==> src/rtl/alu_ram_sequencer_pkg.sv <==
// Shared definitions for the ALU/RAM command sequencer: default widths,
// opcode encodings and the sequencer FSM state type.
package alu_ram_pkg;

    localparam int DEF_DATA_W = 32;
    localparam int DEF_ADDR_W = 8;

    localparam logic [3:0] OP_ADD  = 4'b0100;
    localparam logic [3:0] OP_SUB  = 4'b0101;
    localparam logic [3:0] OP_MUL  = 4'b0110;
    localparam logic [3:0] OP_DIV  = 4'b0111;
    localparam logic [3:0] OP_AND  = 4'b1000;
    localparam logic [3:0] OP_OR   = 4'b1001;
    localparam logic [3:0] OP_NAND = 4'b1010;
    localparam logic [3:0] OP_NOR  = 4'b1011;
    localparam logic [3:0] OP_XOR  = 4'b1100;
    localparam logic [3:0] OP_XNOR = 4'b1101;

    typedef enum logic [2:0] {
        IDLE,
        RD_A,
        RD_B,
        CAP_B,
        EXEC,
        WB,
        ERR
    } state_t;

endpackage

==> src/rtl/alu_ram_sequencer_if.sv <==
// Command, RAM and ALU signal bundle of the sequencer. The slave modport is
// the sequencer's view; master is the surrounding system (command source,
// RAM and ALU).
interface alu_ram_sequencer_if #(
    parameter int DATA_W = alu_ram_pkg::DEF_DATA_W,
    parameter int ADDR_W = alu_ram_pkg::DEF_ADDR_W
) ();

    logic              cmd_valid;
    logic              cmd_ready;
    logic [3:0]        cmd_op;
    logic [ADDR_W-1:0] cmd_src_a;
    logic [ADDR_W-1:0] cmd_src_b;
    logic [ADDR_W-1:0] cmd_dst;

    logic [ADDR_W-1:0] ram_addr;
    logic              ram_we;
    logic [DATA_W-1:0] ram_wdata;
    logic [DATA_W-1:0] ram_rdata;

    logic [DATA_W-1:0] alu_a;
    logic [DATA_W-1:0] alu_b;
    logic [3:0]        alu_op;
    logic [DATA_W-1:0] alu_y;

    logic              done;
    logic              err;
    logic              zf;
    logic              busy;
    logic [15:0]       op_cnt;

    modport slave (
        input  cmd_valid, cmd_op, cmd_src_a, cmd_src_b, cmd_dst, ram_rdata, alu_y,
        output cmd_ready, ram_addr, ram_we, ram_wdata, alu_a, alu_b, alu_op,
        output done, err, zf, busy, op_cnt
    );

    modport master (
        output cmd_valid, cmd_op, cmd_src_a, cmd_src_b, cmd_dst, ram_rdata, alu_y,
        input  cmd_ready, ram_addr, ram_we, ram_wdata, alu_a, alu_b, alu_op,
        input  done, err, zf, busy, op_cnt
    );

endinterface

==> src/rtl/alu_ram_sequencer_alu_op_decode.sv <==
// Combinational opcode classifier: flags opcodes the ALU implements and
// singles out division, which needs a divide-by-zero guard.
module alu_op_decode
    import alu_ram_pkg::*;
(
    input  logic [3:0] i_op,
    output logic       o_valid,
    output logic       o_is_div
);

    // Valid opcodes form the contiguous range ADD..XNOR.
    assign o_valid  = (i_op >= OP_ADD) && (i_op <= OP_XNOR);
    assign o_is_div = (i_op == OP_DIV);

endmodule

==> src/rtl/alu_ram_sequencer.sv <==
// Sequencer that reads two operands from an external synchronous RAM, runs
// them through an external combinational ALU and writes the result back.
module alu_ram_sequencer
    import alu_ram_pkg::*;
#(
    parameter int DATA_W = DEF_DATA_W,
    parameter int ADDR_W = DEF_ADDR_W
) (
    input  logic                 clk,
    input  logic                 rst_n,
    alu_ram_sequencer_if.slave   bus
);

    state_t            r_state;
    logic [3:0]        r_op;
    logic              r_is_div;
    logic [ADDR_W-1:0] r_src_b;
    logic [ADDR_W-1:0] r_dst;
    logic [DATA_W-1:0] r_opa;
    logic [DATA_W-1:0] r_result;
    logic [ADDR_W-1:0] r_ram_addr;
    logic              r_ram_we;
    logic [DATA_W-1:0] r_alu_a;
    logic [DATA_W-1:0] r_alu_b;
    logic [3:0]        r_alu_op;
    logic              r_done;
    logic              r_err;
    logic              r_zf;
    logic [15:0]       r_op_cnt;

    logic              w_op_valid;
    logic              w_op_is_div;

    alu_op_decode u_decode (
        .i_op     (bus.cmd_op),
        .o_valid  (w_op_valid),
        .o_is_div (w_op_is_div)
    );

    assign bus.cmd_ready = (r_state == IDLE);
    assign bus.busy      = (r_state != IDLE);
    assign bus.ram_addr  = r_ram_addr;
    assign bus.ram_we    = r_ram_we;
    assign bus.ram_wdata = r_result;
    assign bus.alu_a     = r_alu_a;
    assign bus.alu_b     = r_alu_b;
    assign bus.alu_op    = r_alu_op;
    assign bus.done      = r_done;
    assign bus.err       = r_err;
    assign bus.zf        = r_zf;
    assign bus.op_cnt    = r_op_cnt;

    // Outputs are registered one edge ahead so each takes its value for the whole state it belongs to.
    always_ff @(posedge clk or negedge rst_n) begin
        if (!rst_n) begin
            r_state    <= IDLE;
            r_op       <= '0;
            r_is_div   <= 1'b0;
            r_src_b    <= '0;
            r_dst      <= '0;
            r_opa      <= '0;
            r_result   <= '0;
            r_ram_addr <= '0;
            r_ram_we   <= 1'b0;
            r_alu_a    <= '0;
            r_alu_b    <= '0;
            r_alu_op   <= '0;
            r_done     <= 1'b0;
            r_err      <= 1'b0;
            r_zf       <= 1'b0;
            r_op_cnt   <= '0;
        end else begin
            r_done   <= 1'b0;
            r_err    <= 1'b0;
            r_ram_we <= 1'b0;
            case (r_state)
                IDLE: begin
                    if (bus.cmd_valid) begin
                        r_op     <= bus.cmd_op;
                        r_is_div <= w_op_is_div;
                        r_src_b  <= bus.cmd_src_b;
                        r_dst    <= bus.cmd_dst;
                        if (w_op_valid) begin
                            r_ram_addr <= bus.cmd_src_a;
                            r_state    <= RD_A;
                        end else begin
                            r_done   <= 1'b1;
                            r_err    <= 1'b1;
                            r_op_cnt <= r_op_cnt + 16'd1;
                            r_state  <= ERR;
                        end
                    end
                end
                RD_A: begin
                    r_ram_addr <= r_src_b;
                    r_state    <= RD_B;
                end
                RD_B: begin
                    r_opa      <= bus.ram_rdata;
                    r_ram_addr <= '0;
                    r_state    <= CAP_B;
                end
                CAP_B: begin
                    r_alu_a  <= r_opa;
                    r_alu_b  <= bus.ram_rdata;
                    r_alu_op <= r_op;
                    r_state  <= EXEC;
                end
                EXEC: begin
                    // A zero divisor aborts without touching the result, the flag or the RAM.
                    if (r_is_div && (r_alu_b == '0)) begin
                        r_done   <= 1'b1;
                        r_err    <= 1'b1;
                        r_op_cnt <= r_op_cnt + 16'd1;
                        r_state  <= ERR;
                    end else begin
                        r_result   <= bus.alu_y;
                        r_zf       <= (bus.alu_y == '0);
                        r_ram_addr <= r_dst;
                        r_ram_we   <= 1'b1;
                        r_done     <= 1'b1;
                        r_op_cnt   <= r_op_cnt + 16'd1;
                        r_state    <= WB;
                    end
                end
                WB: begin
                    r_ram_addr <= '0;
                    r_state    <= IDLE;
                end
                ERR: begin
                    r_ram_addr <= '0;
                    r_state    <= IDLE;
                end
                default: begin
                    r_ram_addr <= '0;
                    r_state    <= IDLE;
                end
            endcase
        end
    end

endmodule

==> src/flat_wrapper.sv <==
// flat-port wrapper written by rule: the top's interface ports become plain ports
module alu_ram_sequencer_flat import alu_ram_pkg::*;
#(
    parameter int DATA_W = DEF_DATA_W,
    parameter int ADDR_W = DEF_ADDR_W
)
  (clk, rst_n, bus_cmd_valid, bus_cmd_op, bus_cmd_src_a, bus_cmd_src_b, bus_cmd_dst, bus_ram_rdata, bus_alu_y, bus_cmd_ready, bus_ram_addr, bus_ram_we, bus_ram_wdata, bus_alu_a, bus_alu_b, bus_alu_op, bus_done, bus_err, bus_zf, bus_busy, bus_op_cnt);
  alu_ram_sequencer_if #(.DATA_W(DATA_W), .ADDR_W(ADDR_W)) bus_i ();
  input  logic clk;
  input  logic rst_n;
  input wire logic [$bits(bus_i.cmd_valid)-1:0] bus_cmd_valid;
  input wire logic [$bits(bus_i.cmd_op)-1:0] bus_cmd_op;
  input wire logic [$bits(bus_i.cmd_src_a)-1:0] bus_cmd_src_a;
  input wire logic [$bits(bus_i.cmd_src_b)-1:0] bus_cmd_src_b;
  input wire logic [$bits(bus_i.cmd_dst)-1:0] bus_cmd_dst;
  input wire logic [$bits(bus_i.ram_rdata)-1:0] bus_ram_rdata;
  input wire logic [$bits(bus_i.alu_y)-1:0] bus_alu_y;
  output wire logic [$bits(bus_i.cmd_ready)-1:0] bus_cmd_ready;
  output wire logic [$bits(bus_i.ram_addr)-1:0] bus_ram_addr;
  output wire logic [$bits(bus_i.ram_we)-1:0] bus_ram_we;
  output wire logic [$bits(bus_i.ram_wdata)-1:0] bus_ram_wdata;
  output wire logic [$bits(bus_i.alu_a)-1:0] bus_alu_a;
  output wire logic [$bits(bus_i.alu_b)-1:0] bus_alu_b;
  output wire logic [$bits(bus_i.alu_op)-1:0] bus_alu_op;
  output wire logic [$bits(bus_i.done)-1:0] bus_done;
  output wire logic [$bits(bus_i.err)-1:0] bus_err;
  output wire logic [$bits(bus_i.zf)-1:0] bus_zf;
  output wire logic [$bits(bus_i.busy)-1:0] bus_busy;
  output wire logic [$bits(bus_i.op_cnt)-1:0] bus_op_cnt;
  assign bus_i.cmd_valid = bus_cmd_valid;
  assign bus_i.cmd_op = bus_cmd_op;
  assign bus_i.cmd_src_a = bus_cmd_src_a;
  assign bus_i.cmd_src_b = bus_cmd_src_b;
  assign bus_i.cmd_dst = bus_cmd_dst;
  assign bus_i.ram_rdata = bus_ram_rdata;
  assign bus_i.alu_y = bus_alu_y;
  assign bus_cmd_ready = bus_i.cmd_ready;
  assign bus_ram_addr = bus_i.ram_addr;
  assign bus_ram_we = bus_i.ram_we;
  assign bus_ram_wdata = bus_i.ram_wdata;
  assign bus_alu_a = bus_i.alu_a;
  assign bus_alu_b = bus_i.alu_b;
  assign bus_alu_op = bus_i.alu_op;
  assign bus_done = bus_i.done;
  assign bus_err = bus_i.err;
  assign bus_zf = bus_i.zf;
  assign bus_busy = bus_i.busy;
  assign bus_op_cnt = bus_i.op_cnt;
  alu_ram_sequencer #(.DATA_W(DATA_W), .ADDR_W(ADDR_W)) u_core (.clk(clk), .rst_n(rst_n), .bus(bus_i));
endmodule
==> config.mk <==
export PLATFORM = sky130hd
export DESIGN_NAME = alu_ram_sequencer_flat
export DESIGN_NICKNAME = d
export VERILOG_FILES = /design/src/rtl/alu_ram_sequencer_pkg.sv /design/src/rtl/alu_ram_sequencer_if.sv /design/src/rtl/alu_ram_sequencer_alu_op_decode.sv /design/src/rtl/alu_ram_sequencer.sv /design/src/flat_wrapper.sv
export SDC_FILE = /design/constraint.sdc
export NUM_CORES = 1
export LEC_CHECK = 0
export CORE_ASPECT_RATIO = 1.5
export CORE_MARGIN = 2
export CORE_UTILIZATION = 49
export CTS_BUF_LIST = sky130_fd_sc_hd__clkbuf_4
export DETAILED_ROUTE_END_ITERATION = 10
export PLACE_DENSITY_LB_ADDON = 0.3
export SYNTH_ARGS = -nofsm -noshare
export SYNTH_HDL_FRONTEND = slang
export SYNTH_SLANG_ARGS = --single-unit
==> constraint.sdc <==
create_clock -name clk -period 3 [get_ports clk]
set_clock_uncertainty 0.15 [all_clocks]
set_input_delay 0.3 -clock clk [delete_from_list [all_inputs] [get_ports clk]]
set_output_delay 0.3 -clock clk [all_outputs]
set_load 0.01 [all_outputs]
== After elaboration in Yosys (flattened, before gate mapping) ==
Index checks and enable logic that the tools add are counted.

* Multiplexer cells: 18
* Add/sub/neg operators: 1
* Shift operators: 0
* $mul: 0
* Reduce and logical (&&, ||, !) cells: 11
* Magnitude comparators: 2
* Equal/unequal tests: 9
* Bitwise operators: 2
* Divide/modulo/power cells: 0

{| class="wikitable"
|+ Operators with widths
! cell !! count
|-
| 32-bit logical NOT || 2
|-
| 16-bit two-way mux || 2
|-
| 16-bit case mux with 2 select lines || 1
|-
| 8-bit case mux with 4 select lines || 1
|-
| 8-bit two-way mux || 3
|-
| 16-bit by 1-bit adder with 16-bit output (second input constant) || 1
|-
| 3-bit case mux with 5 select lines || 1
|-
| 3-bit by 2-bit equality test with 1-bit output (second input constant) || 2
|-
| 3-bit two-way mux || 2
|-
| 2-bit inequality test (second input constant) || 3
|-
| 1-bit two-way mux || 5
|-
| 4-bit by 3-bit equality test with 1-bit output (second input constant) || 1
|-
| 4-bit by 3-bit >= comparator with 1-bit output (second input constant) || 1
|-
| 4-bit <= comparator (second input constant) || 1
|-
| 1-bit case mux with 2 select lines || 2
|-
| 2-bit AND reduction || 2
|-
| 4-bit AND reduction || 1
|-
| 3-bit by 1-bit equality test with 1-bit output (second input constant) || 1
|-
| 3-bit equality test (second input constant) || 1
|-
| 3-bit logical NOT || 1
|-
| 3-bit AND reduction || 1
|-
| 3-bit nonzero test || 1
|-
| 1-bit logical AND || 2
|-
| 2-bit two-way mux || 1
|-
| 3 further kinds || 4
|}

* ROM bits: 0
* Memories: 0
* RAM bits: 0
* Output and inout bits: 130
* Register bits: 184
* Word-level logic and storage cells: 59
* Bits in latches: 0

== Longest topological paths before layout ==
* Depth in word-level cells: 5
* Mapped depth: 8

== Hierarchy ==
A second synthesis with hierarchy kept.

* Cell total of the unflattened synthesis: 495
* Area total of the unflattened synthesis: 7460.9 µm²

{| class="wikitable"
|+ Modules (own cells, without submodules)
! module !! seq. area each (µm²) !! cells an instance !! area each (µm²) !! times used
|-
| alu_ram_sequencer || 4604.4 || 492 || 7438.4 || 1
|-
| alu_op_decode || 0.0 || 3 || 22.5 || 1
|}

== Least setup slack after synthesis ==
No wires, ideal clock.

* Kind: reg2reg
* From: register u_core.r_alu_b[2] (netlist: u_core.bus.alu_b[2])
* To: register u_core.r_result[10] (netlist: u_core.bus.ram_wdata[10])
* Arrival time: 1.960 ns
* Buffers on the path: 1
* Stages on the path, launching flop included: 6
* Required time: 2.725 ns
* Period minus slack after synthesis: 2.235 ns
* Slack: 0.765 ns
* Cells stage by stage: dfrtp_1 nor4_2 nand4_2 o31ai_4 buf_8 mux2_4

* Cells in the longest elaborated chain, start to end: 4

{| class="wikitable"
|+ Ends and longest elaborated chain
! element !! line !! source
|-
| from (decl) || alu_ram_sequencer.sv:24 || <nowiki>logic [DATA_W-1:0] r_alu_b;</nowiki>
|-
| from (signal assigned) || alu_ram_sequencer.sv:105 || <nowiki>r_alu_b <= bus.ram_rdata;</nowiki>
|-
| 32-bit logical NOT || alu_ram_sequencer.sv:111 || <nowiki>if (r_is_div && (r_alu_b == '0)) begin</nowiki>
|-
| 1-bit logical AND || alu_ram_sequencer.sv:111 ||
|-
| 1-bit inverter (no source line) || - ||
|-
| 2-bit AND reduction (no source line) || - ||
|-
| to (signal assigned) || alu_ram_sequencer.sv:117 || <nowiki>r_result <= bus.alu_y;</nowiki>
|-
| to (decl) || alu_ram_sequencer.sv:20 || <nowiki>logic [DATA_W-1:0] r_result;</nowiki>
|}

No other way between the ends.
A chain may end at the register's enable or synchronous reset.

== Worst setup path after layout ==
* From: register u_core.r_state[0]
* To: output bus_cmd_ready

* Cells in the longest elaborated chain, start to end: 1

{| class="wikitable"
|+ Ends and longest elaborated chain
! element !! line !! source
|-
| from (decl) || alu_ram_sequencer.sv:14 || <nowiki>state_t r_state;</nowiki>
|-
| from (signal assigned) || alu_ram_sequencer.sv:56 || <nowiki>r_state <= IDLE;</nowiki>
|-
| from (signal assigned) || alu_ram_sequencer.sv:85 || <nowiki>r_state <= RD_A;</nowiki>
|-
| from (signal assigned) || alu_ram_sequencer.sv:90 || <nowiki>r_state <= ERR;</nowiki>
|-
| 3-bit logical NOT || alu_ram_sequencer.sv:40 || <nowiki>assign bus.cmd_ready = (r_state == IDLE);</nowiki>
|-
| to (decl) || flat_wrapper.sv:18 || <nowiki>output wire logic [$bits(bus_i.cmd_ready)-1:0] bus_cmd_ready;</nowiki>
|}

No other way between the ends.

==> results.sh <==
export IMPL_overflow=0
export IMPL_p_total_w=0.0106
export IMPL_port_buffers=224
export IMPL_final_common_cell="nand2_1"
export IMPL_htree_levels=4
export IMPL_yosysWarnings=0
export IMPL_die_area_um2=16900
export IMPL_async_flop_share_pct=100
export IMPL_ff2ff_path_depth=5
export IMPL_r2r_slack_ns=0.45
export IMPL_cts_root_buf="clkbuf_4"
export IMPL_nNetsFinal=1008
export IMPL_p_leak_nw=4.80
export IMPL_coreArea_um2=15600
export IMPL_syn_area_um2=7790
export IMPL_cap_violations=0
export IMPL_clk_latency_ns=0.54
export IMPL_internal_power_w=0.00676
export IMPL_finalHoldViolations=0
export IMPL_die_w_um=107
export IMPL_max_freq_ghz=0.353
export IMPL_setup_viol=0
export IMPL_p_comb_share_pct=45.0
export IMPL_ios=225
export IMPL_synth_edf_count=0
export IMPL_drive_gt1_share_pct=15.8
export IMPL_route_final_wire_length_um=19000
export IMPL_reg2reg_from="u_core.bus.alu_b[22]"
export IMPL_fin_crit_sh_pct=94.4
export IMPL_pwr_share_clk_pct=13.6
export IMPL_dr_pass1_iters=4
export IMPL_area_growth_pct=36.2
export IMPL_final_instance_count_excl_fill=1129
export IMPL_hold_path_end="u_core.r_dst[2]"
export IMPL_track_usage_pct=23.2
export IMPL_clock_path_buffers=2
export IMPL_peakVddDrop_uv=509
export IMPL_synth_seq_cells=184
export IMPL_synth_cells=689
export IMPL_clk_pin_slew_ns=0.18
export IMPL_route_detailed_drc=0
export IMPL_place_congestion=0.817
export IMPL_rsz0062_at_grt="no"
export IMPL_crit_chain="or3_1 > inv_1 > clkdlybuf4s50_1"
export IMPL_numClockSinks=184
export IMPL_fin_crit_ns=2.83
export IMPL_ys_flop_type="dfrtp_1"
export IMPL_via_count=5851
export IMPL_powerDensity_nw_per_um2=1000
export IMPL_required_ns=2.55
export IMPL_syn_avg_cell_area_um2=11.3
export IMPL_ys_types=46
export IMPL_netSwitchingFraction_pct=36.4
export IMPL_rows=56
export IMPL_layout_common_cells="256 x nand2_1, 223 x clkdlybuf4s50_1, 184 x dfrtp_1, 44 x mux2_2, 30 x mux2_4"
export IMPL_r2r_end="u_core.bus.ram_wdata[1]"
export IMPL_cts_buffers=17
export IMPL_hp_start="bus_cmd_dst[2]"
export IMPL_drt_iter0_drc=211
export IMPL_grt_max_degree=69
export IMPL_route_detailed_wl_per_inst_um=16.8
export IMPL_initial_core_util_pct=49.8
export IMPL_worstPathMaxFanout=19
export IMPL_critPathCaptureType="output pin"
export IMPL_status="completed"
export IMPL_place_hpwl_um=13700
export IMPL_relSlewSlack_pct=49.6
export IMPL_antenna_found_initial=1
export IMPL_die_height_um=158
export IMPL_net_switching_power_w=0.00387
export IMPL_p_seq_share_pct=41.5
export IMPL_tightest_slew_ns=0.755
export IMPL_critPathSlowestCell="dfrtp_1"
export IMPL_finalSetupTns_ns=0
export IMPL_crit_type="flop to output pin"
export IMPL_crit_arrival_ns=2.38
export IMPL_slew_violations=0
export IMPL_grt_pass1_vias=5963
export IMPL_worst_hold_slack_ns=0.108
export IMPL_crit_path_start_kind="flop"
export IMPL_critical_path_max_stage_delay_ns=0.68
export IMPL_hold_path_class="primary input to flop"
export IMPL_synth_seq_area_share_pct=59.1
export IMPL_grt_pass1_wl_um=30800
export IMPL_min_delay_path_depth=3
export IMPL_detail_route_antenna_nets=0
export IMPL_dp_cells=1095
export IMPL_cts_tree="built"
export IMPL_nFillCells=1224
export IMPL_via_per_inst=5.18
export IMPL_syn_nets=785
==> timing repair <==
action,CTS,global route
endpoints found under the hold margin,106,0
hold buffers,1,0
setup buffers,0,0
gates resized for setup,0,0
==> logic make-up (layout without fill, tap and decap cells) <==
logic type / count (synthesis) / after routing / share of synthesized area (%)
AND/OR/NAND/NOR: 330 / 330 / 19.5
flip-flops: 184 / 184 / 59.1
multiplexers: 83 / 83 / 13.3
AO/OA/AOI/OAI: 40 / 40 / 3.87
buffers and inverters: 36 / 272 / 2.28
XOR/XNOR: 15 / 15 / 1.69
adder cells (fa/ha/maj): 1 / 1 / 0.161
other: 0 / 1 / 0
==> sequential cells by signal, indices dropped and copies added (netlist names), 3 cells and up <==
| register | flops |
|---|---|
| u_core.bus.alu_a | 32 |
| u_core.bus.alu_b | 32 |
| u_core.bus.alu_op | 4 |
| u_core.bus.op_cnt | 16 |
| u_core.bus.ram_addr | 8 |
| u_core.bus.ram_wdata | 32 |
| u_core.r_dst | 8 |
| u_core.r_op | 4 |
| u_core.r_opa | 32 |
| u_core.r_src_b | 8 |
| u_core.r_state | 3 |
==> layout make-up <==
| type | count | area [um^2] | share of cell area (%) |
|---|---|---|---|
| Antenna cell | 1 | 2.50 | 0.0236 |
| Clock buffer | 18 | 135 | 1.27 |
| Clock inverter | 14 | 183 | 1.72 |
| Inverter | 2 | 7.51 | 0.0708 |
| Multi-Input combinational cell | 469 | 3020 | 28.4 |
| Sequential cell | 184 | 4600 | 43.4 |
| Tap cell | 203 | 254 | 2.39 |
| Timing Repair Buffer | 238 | 2400 | 22.7 |
==> worst max-delay path by stage <==
| stage | end | from | slack, ns |
|---|---|---|---|
| 2_1_floorplan | u_core.bus.ram_wdata[10] | u_core.bus.alu_b[2] | 0.77 |
| 3_3_place_gp | u_core.bus.ram_wdata[31] | u_core.bus.alu_b[23] | 0.54 |
| 3_5_place_dp | u_core.bus.ram_wdata[1] | u_core.bus.alu_b[23] | 0.44 |
| 4_1_cts | bus_cmd_ready | u_core.r_state[0] | 0.11 |
| 5_1_grt | bus_cmd_ready | u_core.r_state[0] | 0.004 |
| 6_report | bus_cmd_ready | u_core.r_state[0] | 0.17 |
==> power groups by stage <==
stage | registers (W) | clock network, W | logic [W]
2_1_floorplan | 0.00462 | 0 | 0.00226
3_3_place_gp | 0.00443 | 0 | 0.00474
3_5_place_dp | 0.00445 | 0 | 0.00485
4_1_cts | 0.00441 | 0.00149 | 0.00486
5_1_grt | 0.00457 | 0.00158 | 0.00522
6_report | 0.00441 | 0.00144 | 0.00478
==> stage by stage <==
step	utilization (%)	worst slack, ns	cell area [um^2]
2_1_floorplan	-	0.765	7790
3_3_place_gp	65.8	0.536	10300
3_5_place_dp	65.8	0.445	10300
4_1_cts	67.9	0.113	10600
5_1_grt	67.9	0.00372	10600
6_report	67.9	0.168	10600
==> critical path, delay by kind of cell (launching register included) <==
family        cells  cell delay (ns)
flops             1             0.68
buf+inv           2             0.63
simple gates      1             0.54
==> cell usage after synthesis (2+ instances only) <==
library cell | instances | area share [%]
buf_8 | 3 | 0.58
mux2_4 | 30 | 5.8
or4_2 | 8 | 0.90
o2bb2ai_1 | 8 | 0.90
mux2_2 | 44 | 6.4
nor2b_1 | 3 | 0.24
a31oi_1 | 2 | 0.16
nand2b_1 | 2 | 0.16
o21ai_0 | 9 | 0.58
buf_1 | 2 | 0.096
nor3_1 | 3 | 0.19
nand4_2 | 2 | 0.32
and2_1 | 2 | 0.16
buf_2 | 7 | 0.45
and4_1 | 3 | 0.34
a21oi_1 | 4 | 0.26
dfrtp_1 | 184 | 59
nor4_2 | 4 | 0.64
xor2_1 | 15 | 1.7
mux2i_1 | 8 | 1.0
clkbuf_1 | 22 | 1.1
or3_1 | 2 | 0.16
o211ai_1 | 8 | 0.77
nand3b_1 | 8 | 0.77
nor2_1 | 4 | 0.19
a211oi_1 | 2 | 0.19
nor4b_4 | 2 | 0.61
nor4_1 | 15 | 1.2
nand2_1 | 257 | 12
nand4_1 | 6 | 0.48
nand3_1 | 5 | 0.32
==> routing by layer <==
metal,share of wire [%],vias to the layer above,GRT usage [%],routed length [um]
met2,52,178,40.4,9890
met5,0,-,0,0
met1,40,2866,28.0,7590
met3,6.0,23,6.75,1150
met4,1.8,0,6.43,348
li1,-,2784,-,-
No activity file was read; power rests on OpenSTA's default activity.
